`src/rtl/riscv_pkg.sv`:
```
// riscv_pkg: shared definitions for the register-file write-back path.
//   XLEN    - data width of a write-back
//   REG_AW  - register address width (2**REG_AW registers, x0 hard-wired zero)
//   grant_t - identifies which write-back requester was granted last
package riscv_pkg;

  localparam int XLEN   = 32;
  localparam int REG_AW = 5;

  typedef enum logic {
    GRANT_ALU = 1'b0,
    GRANT_LSU = 1'b1
  } grant_t;

endpackage : riscv_pkg

```
`src/rtl/rr_arbiter2.sv`:
```
// rr_arbiter2: two-requester round-robin arbiter for the write-back port.
//
// Ports:
//   clock      in   rising-edge clock
//   reset_n    in   asynchronous active-low reset
//   alu_valid  in   ALU requests the write port
//   lsu_valid  in   LSU requests the write port
//   alu_ready  out  ALU would win / wins this cycle (independent of alu_valid)
//   lsu_ready  out  LSU would win / wins this cycle (independent of lsu_valid)
//   alu_accept out  ALU request accepted this cycle (valid && ready)
//   lsu_accept out  LSU request accepted this cycle (valid && ready)
//
// A lone requester always wins. On a tie the requester that was not granted
// most recently wins. After reset last_grant is LSU, so the ALU wins the
// first tie.
module rr_arbiter2 (
  input  logic clock,
  input  logic reset_n,
  input  logic alu_valid,
  input  logic lsu_valid,
  output logic alu_ready,
  output logic lsu_ready,
  output logic alu_accept,
  output logic lsu_accept
);

  import riscv_pkg::*;

  grant_t last_grant;

  // Each ready looks only at the other requester's valid, so a requester
  // sees ready before it raises valid whenever it would win.
  always_comb begin
    alu_ready  = !lsu_valid || (last_grant == GRANT_LSU);
    lsu_ready  = !alu_valid || (last_grant == GRANT_ALU);
    alu_accept = alu_valid && alu_ready;
    lsu_accept = lsu_valid && lsu_ready;
  end

  // NOTE: sequential state uses non-blocking assignments so every flop
  // samples the pre-edge values regardless of block evaluation order.
  always_ff @(posedge clock or negedge reset_n) begin
    if (!reset_n) begin
      last_grant <= GRANT_LSU;
    end else if (alu_accept) begin
      last_grant <= GRANT_ALU;
    end else if (lsu_accept) begin
      last_grant <= GRANT_LSU;
    end
  end

endmodule : rr_arbiter2

```
`src/rtl/regfile_wb_controller.sv`:
```
// regfile_wb_controller: write-back controller for the register file's
// single clocked write port.
//
// Arbitrates ALU and LSU write-back requests (round-robin on ties), registers
// the granted write onto the register-file port, and keeps a per-register
// pending-write scoreboard used by the issue stage to interlock on rs1/rs2.
//
// Optional feature macro: WB_FORWARD_EN
//   defined   - when the registered write targets rsX (rsX != 0), fwdX_hit is
//               raised with fwdX_data = rf_writedata and rsX_busy is masked.
//   undefined - fwd ports are tied to 0; rsX_busy is the scoreboard bit only.
//
// Ports:
//   clock, reset_n              clock / asynchronous active-low reset
//   alu_valid/ready/rd/data     ALU write-back request handshake
//   lsu_valid/ready/rd/data     LSU write-back request handshake
//   rsv_valid, rsv_rd           issue stage marks rsv_rd pending (load issued)
//   rs1, rs2                    source registers under check
//   rs1_busy, rs2_busy          source has a pending write
//   fwd1_hit/data, fwd2_hit/data  same-cycle forward of the outgoing write
//   rf_writereg/writedata/inEn  register-file write port
module regfile_wb_controller #(
  parameter int XLEN   = riscv_pkg::XLEN,
  parameter int REG_AW = riscv_pkg::REG_AW
) (
  input  logic              clock,
  input  logic              reset_n,
  input  logic              alu_valid,
  output logic              alu_ready,
  input  logic [REG_AW-1:0] alu_rd,
  input  logic [XLEN-1:0]   alu_data,
  input  logic              lsu_valid,
  output logic              lsu_ready,
  input  logic [REG_AW-1:0] lsu_rd,
  input  logic [XLEN-1:0]   lsu_data,
  input  logic              rsv_valid,
  input  logic [REG_AW-1:0] rsv_rd,
  input  logic [REG_AW-1:0] rs1,
  input  logic [REG_AW-1:0] rs2,
  output logic              rs1_busy,
  output logic              rs2_busy,
  output logic              fwd1_hit,
  output logic              fwd2_hit,
  output logic [XLEN-1:0]   fwd1_data,
  output logic [XLEN-1:0]   fwd2_data,
  output logic [REG_AW-1:0] rf_writereg,
  output logic [XLEN-1:0]   rf_writedata,
  output logic              rf_inEn
);

  localparam int NUM_REGS = 2 ** REG_AW;

  logic                alu_accept;
  logic                lsu_accept;
  logic [NUM_REGS-1:0] busy;
  logic [NUM_REGS-1:0] busy_next;

  rr_arbiter2 u_arbiter (
    .clock      (clock),
    .reset_n    (reset_n),
    .alu_valid  (alu_valid),
    .lsu_valid  (lsu_valid),
    .alu_ready  (alu_ready),
    .lsu_ready  (lsu_ready),
    .alu_accept (alu_accept),
    .lsu_accept (lsu_accept)
  );

  // Output stage: drains every cycle. A write to x0 is consumed by the
  // arbiter but never enables the register file.
  always_ff @(posedge clock or negedge reset_n) begin
    if (!reset_n) begin
      rf_inEn      <= 1'b0;
      rf_writereg  <= '0;
      rf_writedata <= '0;
    end else if (alu_accept) begin
      rf_inEn      <= (alu_rd != '0);
      rf_writereg  <= alu_rd;
      rf_writedata <= alu_data;
    end else if (lsu_accept) begin
      rf_inEn      <= (lsu_rd != '0);
      rf_writereg  <= lsu_rd;
      rf_writedata <= lsu_data;
    end else begin
      rf_inEn      <= 1'b0;
    end
  end

  // Scoreboard next state. The write leaving the output stage clears its bit;
  // a reservation in the same cycle is applied afterwards so the newer
  // reservation wins. Register 0 never becomes busy.
  // NOTE: every always_comb output gets a full default first, so no path
  // leaves a signal unassigned and no latch is inferred.
  always_comb begin
    busy_next = busy;
    if (rf_inEn) begin
      busy_next[rf_writereg] = 1'b0;
    end
    if (rsv_valid && (rsv_rd != '0)) begin
      busy_next[rsv_rd] = 1'b1;
    end
    busy_next[0] = 1'b0;
  end

  // NOTE: the scoreboard is a plain flop vector, not a memory, so it is reset
  // asynchronously; a reset mid-operation clears every pending mark at once.
  always_ff @(posedge clock or negedge reset_n) begin
    if (!reset_n) begin
      busy <= '0;
    end else begin
      busy <= busy_next;
    end
  end

  // Interlock and forwarding.
  always_comb begin
    fwd1_hit  = 1'b0;
    fwd2_hit  = 1'b0;
    fwd1_data = '0;
    fwd2_data = '0;
`ifdef WB_FORWARD_EN
    // The outgoing write satisfies a reader in the cycle it is delivered.
    fwd1_hit  = rf_inEn && (rf_writereg == rs1) && (rs1 != '0);
    fwd2_hit  = rf_inEn && (rf_writereg == rs2) && (rs2 != '0);
    fwd1_data = fwd1_hit ? rf_writedata : '0;
    fwd2_data = fwd2_hit ? rf_writedata : '0;
`endif
    rs1_busy  = busy[rs1] && (rs1 != '0) && !fwd1_hit;
    rs2_busy  = busy[rs2] && (rs2 != '0) && !fwd2_hit;
  end

endmodule : regfile_wb_controller

```
`config.mk`:
```
export PLATFORM = sky130hd
export DESIGN_NAME = regfile_wb_controller
export DESIGN_NICKNAME = d
export VERILOG_FILES = /design/src/rtl/riscv_pkg.sv /design/src/rtl/rr_arbiter2.sv /design/src/rtl/regfile_wb_controller.sv
export SDC_FILE = /design/constraint.sdc
export NUM_CORES = 1
export LEC_CHECK = 0
export CORE_MARGIN = 2
export CORE_UTILIZATION = 45
export DETAILED_ROUTE_END_ITERATION = 10
export GPL_TIMING_DRIVEN = 0
export PLACE_DENSITY = 0.91
export SETUP_SLACK_MARGIN = 0.3
export SLEW_MARGIN = 20
export SYNTH_ARGS = -nofsm -noshare
export SYNTH_HDL_FRONTEND = slang
export SYNTH_SLANG_ARGS = --single-unit
```
`constraint.sdc`:
```
create_clock -name clock -period 2.1 [get_ports clock]
set_input_delay 0.21 -clock clock [delete_from_list [all_inputs] [get_ports clock]]
set_output_delay 0.21 -clock clock [all_outputs]
set_load 0.01 [all_outputs]
```
Word-level counts from Yosys, hierarchy flattened
Index checks and enable logic that the tools add are counted.
{ "classes": {"magnitude_cmp": 6, "mux": 18, "n_bitwise": 4, "reduce_logical": 17} }
{ "ops": {"columns": ["operator", "n"], "rows": [
  ["$mux 32", 4],
  ["$and 32x32->32", 1],
  ["$not 32->32", 1],
  ["$or 32x32->32", 1],
  ["$reduce_bool 5->1", 5],
  ["$lt 5x6->1 const B", 4],
  ["$bmux 1 s5", 2],
  ["$demux 1 s5", 2],
  ["$ge 5x1->1 const B", 2],
  ["$mux 5", 2],
  ["$mux 1", 8],
  ["$logic_and 1x1->1", 7],
  ["$logic_not 1->1", 2],
  ["$logic_or 1x1->1", 2],
  ["$reduce_bool 2->1", 1],
  ["$not 1->1", 1]
]} }
{ "word_totals": {"register_bits": 70, "inputBits": 94, "out_inout_bits": 108, "wordCells": 50} }

Depth between registers and ports, before layout
Gate-level depths: netlist of the first run.
{ "logic_depth": {"depth_word": 9, "depth_mapped": 6} }

By module
Synthesis of the first run repeated with hierarchy kept, for this count alone.
{ "hier_totals": {"cells_unflattened": 437, "hier_area_um2": 4214.0} }
{ "by_module_without_submodules": {"columns": ["module", "instances", "cells_per_inst", "area_per_inst_um2", "seq_area_each_um2"], "rows": [
  ["regfile_wb_controller", 1, 431, 4147.7, 1726.7],
  ["rr_arbiter2", 1, 6, 66.3, 26.3]
]} }

Worst setup path before layout of the first run
OpenSTA, ideal clock, no wires.
{ "synth_timing": {"path_kind": "register -> output", "from": "register busy[6]", "to": "output port rs1_busy", "arrival_ps": 1372, "required_time_ps": 1890, "slack_ps": 518, "stages_incl_launch_ff": 5, "path_buffers": 0, "path_cell_list": "dfrtp_1 mux4_1 o22ai_1 a2111oi_1 a221o_1"} }
{ "synth_between": {"elab_chain_cells": 3} }
{ "synth_lines": {"columns": ["element", "line_no", "source"], "rows": [
  ["start: declaration", "regfile_wb_controller.sv:55", "logic [NUM_REGS-1:0] busy;"],
  ["start signal: assignment", "regfile_wb_controller.sv:111", "busy <= busy_next;"],
  ["$bmux 1 s5", "regfile_wb_controller.sv:128", "rs1_busy = busy[rs1] && (rs1 != '0) && !fwd1_hit;"],
  ["$mux 1 (implied by the code)", "regfile_wb_controller.sv:128", null],
  ["$logic_and 1x1->1", "regfile_wb_controller.sv:128", null],
  ["end: declaration", "regfile_wb_controller.sv:40", "output logic rs1_busy,"]
]} }
Every way passes these cells. The select of a mux whose other input is x is not followed.

Worst setup path after layout of the first run
Ends and elaborated chain as after synthesis.

==> key figures, run 1 <==
STA
  • RSZ-0062 raised after global routing: true
  • Endpoints failing setup: 2
  • Clock skew: between 0.009 and 0.01 ns
  • Max-slew violations: 0
  • Fmax: 461 MHz
  • Setup TNS: -0.0811 ns
  • Final worst path period need: 2.17 ns
  • Final worst slack: -0.0690 ns
  • Period utilization: 103%
  • Final hold violations: 0

Synthesis
  • Post-Synth XOR/XNOR Area: 0%
  • Proportion of synthesized area in mux cells: 15.6%
  • Largest family of logic cells by synthesized area: compound AO/OA/AOI/OAI gates
  • Post-synthesis simple-gate area fraction: 11.6%
  • Cell count after synthesis: 441
  • Synth Warn #: 0
  • Predominant post-synthesis flop cell: dfrtp_1
  • #FFs+latches synth: 70
  • Post-synth top cells: 69 x buf_4, 69 x dfrtp_1, 55 x o21ai_0
  • Synth cell types: 43
  • Number of synthesized flops with an enable pin: 0
  • Synth Area per Inst: 9.63 um2
  • FFs w/ async S/R, synth: 100%
  • Sequential-to-total area share from yosys stat: between 40 and 50%
  • Area leader, netlist: dfrtp_1
  • Synth area leaders: dfrtp_1 41%, buf_4 12%, mux2i_1 11%
  • Compound-Gate Fraction of Synth Area: 16.5%
  • Post-Synth Adder-Cell Area: 0%
  • Syn Std Cell Area: approximately 4200 um2
  • Synth top area share: 40.7%

Setup path
  • FF-to-FF setup slack: between 0.5 and 0.6 ns
  • CP max FO: 3
  • Critical Path RT: 1.89 ns
  • CP endpoint kind: primary output
  • Max stage delay cell, worst path: mux4_2
  • WS Path Type: reg2out
  • R2r endpoint: rf_writedata[10]
  • Critical path startpoint: busy[6]
  • FF-to-FF Start: u_arbiter.last_grant
  • CP peak stage delay: around 0.5 ns
  • Critical path, cell by cell: mux4_2 -> o22ai_2 -> a2111oi_2 -> a221o_1 -> buf_2
  • Startpoint Class: flip-flop
  • WP data arrival: around 2 ns
  • R2R cell count: 5

Cells and area
  • Design area: approximately 6300 um2
  • # nets final: around 750
  • Antenna diode count: 0
  • Final Non-Filler Cells: about 770
  • Layout area overhead: 48.9%
  • Util after Layout: 68.7%
  • Share of layout cells above drive strength 1: 20.5%

Drt
  • Vias after detailed routing: 4,034
  • Drt total wl: 12,700 um
  • Initial DRC Count: about 310
  • Remaining antenna violation count: 0
  • Drt wl/cell: 16.4 um
  • Routed vias/inst: 5.23
  • # DRC: 0
  • TritonRoute pass-1 iters: 5

Worst hold path
  • Hold path depth: 2
  • Hold path endpoint: rf_writedata[22]
  • Beginning of the worst hold path: alu_valid
  • Hold Path Class: in2reg

Floorplanning
  • Initial Utilization: 46.2%
  • Die width: 101 um
  • Die ar.: 10,200 um2
  • Core area: 9200 um2
  • Row count: 35
  • IO Pins: 202
  • Die Ht: 101 um

Global route
  • Total Routing Usage GR: about 25%
  • Pin count of the biggest net entering global routing: 47
  • Vias in the first global route: between 3,000 and 4,000
  • First-pass GRT wire length: 19,800 um
  • Total gr overflow: 0
  • Initial antenna violation count: 0

Clocking
  • Longest Clk Path Bufs: 2
  • Clock root cell: clkbuf_8
  • Clock Sinks: 70
  • Worst-Skew Late Latency: 0.34 ns
  • CTS tree: built
  • Num CTS Buffers: 9
  • Htree depth: 3
  • CTS clk-pin slew, worst paths: 0.08 ns

Place
  • Post-DP Area: roughly 6000 um2
  • Gp weighted congestion: 0.897
  • Placed insts: 750
  • DP HPWL: around 9600 um
  • Port Buffer Count: approximately 130

Run status
  • Run status: complete, but fails checks
  • Failing checks: setup timing

Power and ir drop
  • PwrDens: 764 nW/um2
  • Peak VDD IR: 0.402 mV
  • Final Power: roughly 4.8 mW
  • Leakage dissipation: approximately 2.9 nW

Run
  • Max Cap Violations: 0
==> metrics by stage <==
step | hold WS (ns) | setup slack, ns
floorplan | -0.0856 | 0.518
global placement | 0.505 | -1.39
detailed placement | 0.142 | -0.667
CTS | 0.172 | -0.0247
global route | 0.188 | -0.132
finish | 0.177 | -0.0690
==> repair_timing <==
action	4_1_cts	5_1_grt
gates resized for setup	38	8
setup buffers	1	3
cloned	0	0
endpoints found under the hold margin	23	0
setup endpoints to repair	3	3
pin swaps	6	2
hold buffers	1	0
==> worst max path at each step <==
stage                      end  slack, ns  cells after the start
2_1_floorplan         rs1_busy       0.52                      4
3_3_place_gp   rf_writedata[2]      -1.39                      1
3_5_place_dp          rs1_busy      -0.67                      7
4_1_cts               rs1_busy      -0.02                      5
5_1_grt               rs1_busy      -0.13                      5
6_report              rs1_busy      -0.07                      5
==> where the power goes <==
group          total [mW]  leakage (nW)  switching, mW  internal (mW)
logic                1.66          1.98          0.765          0.894
registers            2.03         0.786          0.316           1.71
clock network        1.14         0.106          0.527          0.614
total                4.83          2.87           1.61           3.22
==> cell families after synthesis <==
kind of cell           Yosys count
AO/OA/AOI/OAI                  123
buffers and inverters           93
flip-flops                      70
multiplexers                    59
other                            1
AND/OR/NAND/NOR                 95
==> routing by layer <==
layer  track usage [%]  wire [um]  up-vias
met5                 0          0        -
met4              10.8        432        0
met3              7.04       1340       37
met2              42.4       6310      248
met1              28.5       4590     1858
li1                  -          -     1891
==> cell usage in the layout, fill, tap and decap left out, types with 3 or more instances in the layout <==
| master | n |
|---|---|
| o22ai_1 | 5 |
| clkdlybuf4s50_1 | 121 |
| nor2b_1 | 4 |
| nor2_1 | 46 |
| nand3b_1 | 10 |
| nand2_1 | 8 |
| dlygate4sd2_1 | 7 |
| buf_4 | 77 |
| buf_2 | 7 |
| conb_1 | 66 |
| buf_6 | 5 |
| inv_1 | 4 |
| o21ai_1 | 6 |
| a21oi_1 | 34 |
| a31oi_1 | 3 |
| clkbuf_8 | 11 |
| dfrtp_1 | 69 |
| mux2_2 | 7 |
| nand2b_1 | 3 |
| o21ai_0 | 55 |
| or3b_2 | 3 |
| mux4_2 | 4 |
| nand3_1 | 6 |
| mux2i_1 | 45 |
| clkbuf_1 | 7 |
==> worst max-delay path, delay by kind of cell, from the launching register on <==
family / cells / cell delay, ns
flip-flops: 1 / 0.43
multiplexers: 1 / 0.50
buffers and inverters: 1 / 0.14
AO/OA/AOI/OAI: 3 / 0.55
==> cell type report <==
| class | instances | area (um2) |
|---|---|---|
| buffer | 89 | 648 |
| clock buffer | 11 | 151 |
| clock inverter | 5 | 56.3 |
| fill | 699 | 2870 |
| inverter | 4 | 15.0 |
| multi-input combinational | 343 | 2190 |
| sequential | 70 | 1750 |
| tap | 111 | 139 |
| timing repair buffer | 138 | 1370 |
==> flip-flops by register name (all words and copies together) (netlist names) <==
register and flops:
rf_writereg 5, rf_inEn 1, rf_writedata 32, busy 31, u_arbiter.last_grant 1
No activity file was read; power rests on OpenSTA's default activity.
==> run 2: changes to the inputs <==
CORE_MARGIN = unset   (was 2)
==> run 2 against run 1 <==
The flow still finishes with violations (setup timing). Sequential share of layout area up 0.24 points. Clock power down 16%. Die area down 3.9%. Wire length down 0.54%. Utilization down 0.60 points. Sequential power about the same. Clock skew up 0.0015 ns. Sequential cell count unchanged. Critical path type unchanged. Highest routed layer unchanged.
==> key figures, run 2 (same netlist as run 1, synthesis figures left out) <==
Cells and area
  • # nets final: 748 (was 749)
  • Design area: 6270 um2 (was 6320 um2)
  • Layout area overhead: 47.6% (was 48.9%)
  • Biggest register: rf_writedata (unchanged)
  • Top Registers: rf_writedata (32), busy (31), rf_writereg (5) (unchanged)
  • Most frequent cells in the layout: 121 x clkdlybuf4s50_1, 76 x buf_4, 69 x dfrtp_1, 66 x conb_1, 55 x o21ai_0 (was 121 x clkdlybuf4s50_1, 77 x buf_4, 69 x dfrtp_1, 66 x conb_1, 55 x o21ai_0)
  • Max reg flops: 32 (unchanged)
  • Share of layout cells above drive strength 1: 19.6% (was 20.5%)
  • Antenna diode count: 0 (unchanged)
  • # fillers: 695 (was 699)
  • Most common cell after layout, fill and taps aside: clkdlybuf4s50_1 (unchanged)

Power and ir drop
  • Peak VDD IR: 0.439 mV (was 0.402 mV)
  • PwrDens: 739 nW/um2 (was 764 nW/um2)
  • Leakage dissipation: 2.84 nW (was 2.87 nW)

Floorplanning
  • Row count: 35 (unchanged)
  • Die width: 99.1 um (was 101 um)
  • Core area: 9200 um2 (unchanged)
  • Die ar.: 9830 um2 (was 10,200 um2)
  • Initial Utilization: 46.2% (unchanged)
  • Die Ht: 99.1 um (was 101 um)
  • IO Pins: 202 (unchanged)

Setup path
  • CP endpoint kind: primary output (unchanged)
  • FF-to-FF Start: u_arbiter.last_grant (unchanged)
  • R2R cell count: 5 (unchanged)
  • WP data arrival: 1.94 ns (was 1.96 ns)
  • Critical Path RT: 1.89 ns (about the same)
  • WS Path Type: reg2out (unchanged)
  • CP max FO: 3 (unchanged)
  • Critical path startpoint: busy[5] (was busy[6])
  • R2r endpoint: rf_writedata[1] (was rf_writedata[10])
  • Startpoint Class: flip-flop (unchanged)
  • FF-to-FF setup slack: 0.47 ns (was 0.53 ns)

Worst hold path
  • Hold path endpoint: rf_writedata[22] (unchanged)
  • Hold Path Class: in2reg (unchanged)
  • Beginning of the worst hold path: alu_valid (unchanged)
  • Hold path depth: 2 (unchanged)

STA
  • Final worst path period need: 2.15 ns (was 2.17 ns)
  • Final worst slack: -0.0494 ns (was -0.0690 ns)
  • Endpoints failing setup: 2 (unchanged)
  • Fmax: 465 MHz (was 461 MHz)
  • Max-slew violations: 0 (unchanged)
  • RSZ-0062 raised after global routing: true (unchanged)
  • Clock skew: 0.0106 ns (was 0.00912 ns)
  • Final hold violations: 0 (unchanged)
  • Period utilization: 102% (was 103%)

Drt
  • Vias after detailed routing: 4,044 (was 4,034)
  • TritonRoute pass-1 iters: 5 (unchanged)
  • # DRC: 0 (unchanged)
  • Remaining antenna violation count: 0 (unchanged)
  • Routed vias/inst: 5.26 (was 5.23)
  • Drt total wl: 12,600 um (was 12,700 um)
  • Drt wl/cell: 16.4 um (about the same)
  • Initial DRC Count: 237 (was 314)

Global route
  • Pin count of the biggest net entering global routing: 56 (was 47)
  • Initial antenna violation count: 0 (unchanged)
  • First-pass GRT wire length: 19,800 um (about the same)
  • Vias in the first global route: 4,034 (was 3,997)
  • Total Routing Usage GR: 25.6% (was 24.6%)
  • Total gr overflow: 0 (unchanged)

Run status
  • Failing checks: setup timing (unchanged)
  • Run status: complete, but fails checks (unchanged)

Place
  • Gp weighted congestion: 0.877 (was 0.897)
  • Post-DP Area: 5980 um2 (unchanged)
  • DP HPWL: 9530 um (was 9560 um)
  • Post-placement setup slack: -0.640 ns (was -0.667 ns)
  • Port Buffer Count: 132 (unchanged)

Clocking
  • Clock Sinks: 70 (unchanged)
  • CTS tree: built (unchanged)
  • CTS clk-pin slew, worst paths: 0.08 ns (about the same)
  • Longest Clk Path Bufs: 2 (unchanged)
  • Htree depth: 3 (unchanged)
  • Clock root cell: clkbuf_8 (unchanged)
  • Num CTS Buffers: 9 (unchanged)
  • Worst-Skew Late Latency: 0.33 ns (was 0.34 ns)

Run
  • Max Cap Violations: 0 (unchanged)
[run 2: area by class of cell]
type	instances	area, um2	area share [%]
Multi-Input combinational cell	343	2190	34.9
Sequential cell	70	1750	28.0
Timing Repair Buffer	137	1360	21.7
Buffer	89	642	10.2
Clock buffer	12	145	2.32
Tap cell	111	139	2.22
Clock inverter	3	21.3	0.339
Inverter	4	15.0	0.240
[run 2: critical path, stage by stage, from the launching register on]
cell and delay, ns:
dfrtp_1 0.41, mux2_4 0.30, a311oi_4 0.36, a2111oi_2 0.12, a221o_1 0.28, buf_2 0.14
[run 2: report_power, final]
part           internal (mW)  switching, mW  leakage, nW
Sequential              1.71          0.335        0.786
Clock                  0.456          0.496       0.0824
Combinational          0.880          0.755         1.97
[run 2: through the flow]
| step | hold WS, ns | setup TNS, ns | power (mW) | cells | utilization (%) |
|---|---|---|---|---|---|
| after CTS | 0.163 | -0.0300 | 4.53 | 766 | 67.4 |
| after detailed placement | 0.0899 | -1.16 | 3.55 | 750 | 65.0 |
| after global routing | 0.195 | -0.221 | 4.88 | 769 | 68.1 |
| after global placement | 0.506 | -94.77 | 3.44 | 749 | 64.7 |
| after floorplan | -0.0856 | 0 | 2.82 | 506 | - |
| final | 0.178 | -0.0871 | 4.63 | 769 | 68.1 |
[run 2: how the worst max path moves through the flow]
stage / end / slack (ns) / cells after the start
finish: rs2_busy / -0.05 / 5
global route: rs1_busy / -0.12 / 5
CTS: rs1_busy / -0.03 / 5
detailed placement: rs1_busy / -0.64 / 7
global placement: rf_writedata[6] / -1.35 / 1
floorplan: rs1_busy / 0.52 / 4
[run 2: per-layer routing]
metal / GRT usage, % / up-vias / part of all wire [%]
met5: 0 / - / 0
met4: 9.73 / 0 / 2.7
met3: 7.73 / 26 / 8.5
met2: 46.1 / 209 / 52
met1: 28.4 / 1930 / 37
li1: - / 1879 / -
[run 2: repair_timing]
item	4_1_cts	5_1_grt
hold buffers	1	0
hold endpoints to repair	15	0
gates resized for setup	36	7
endpoints found under the setup margin	3	3
pin swaps	6	3
buffers inserted	0	3
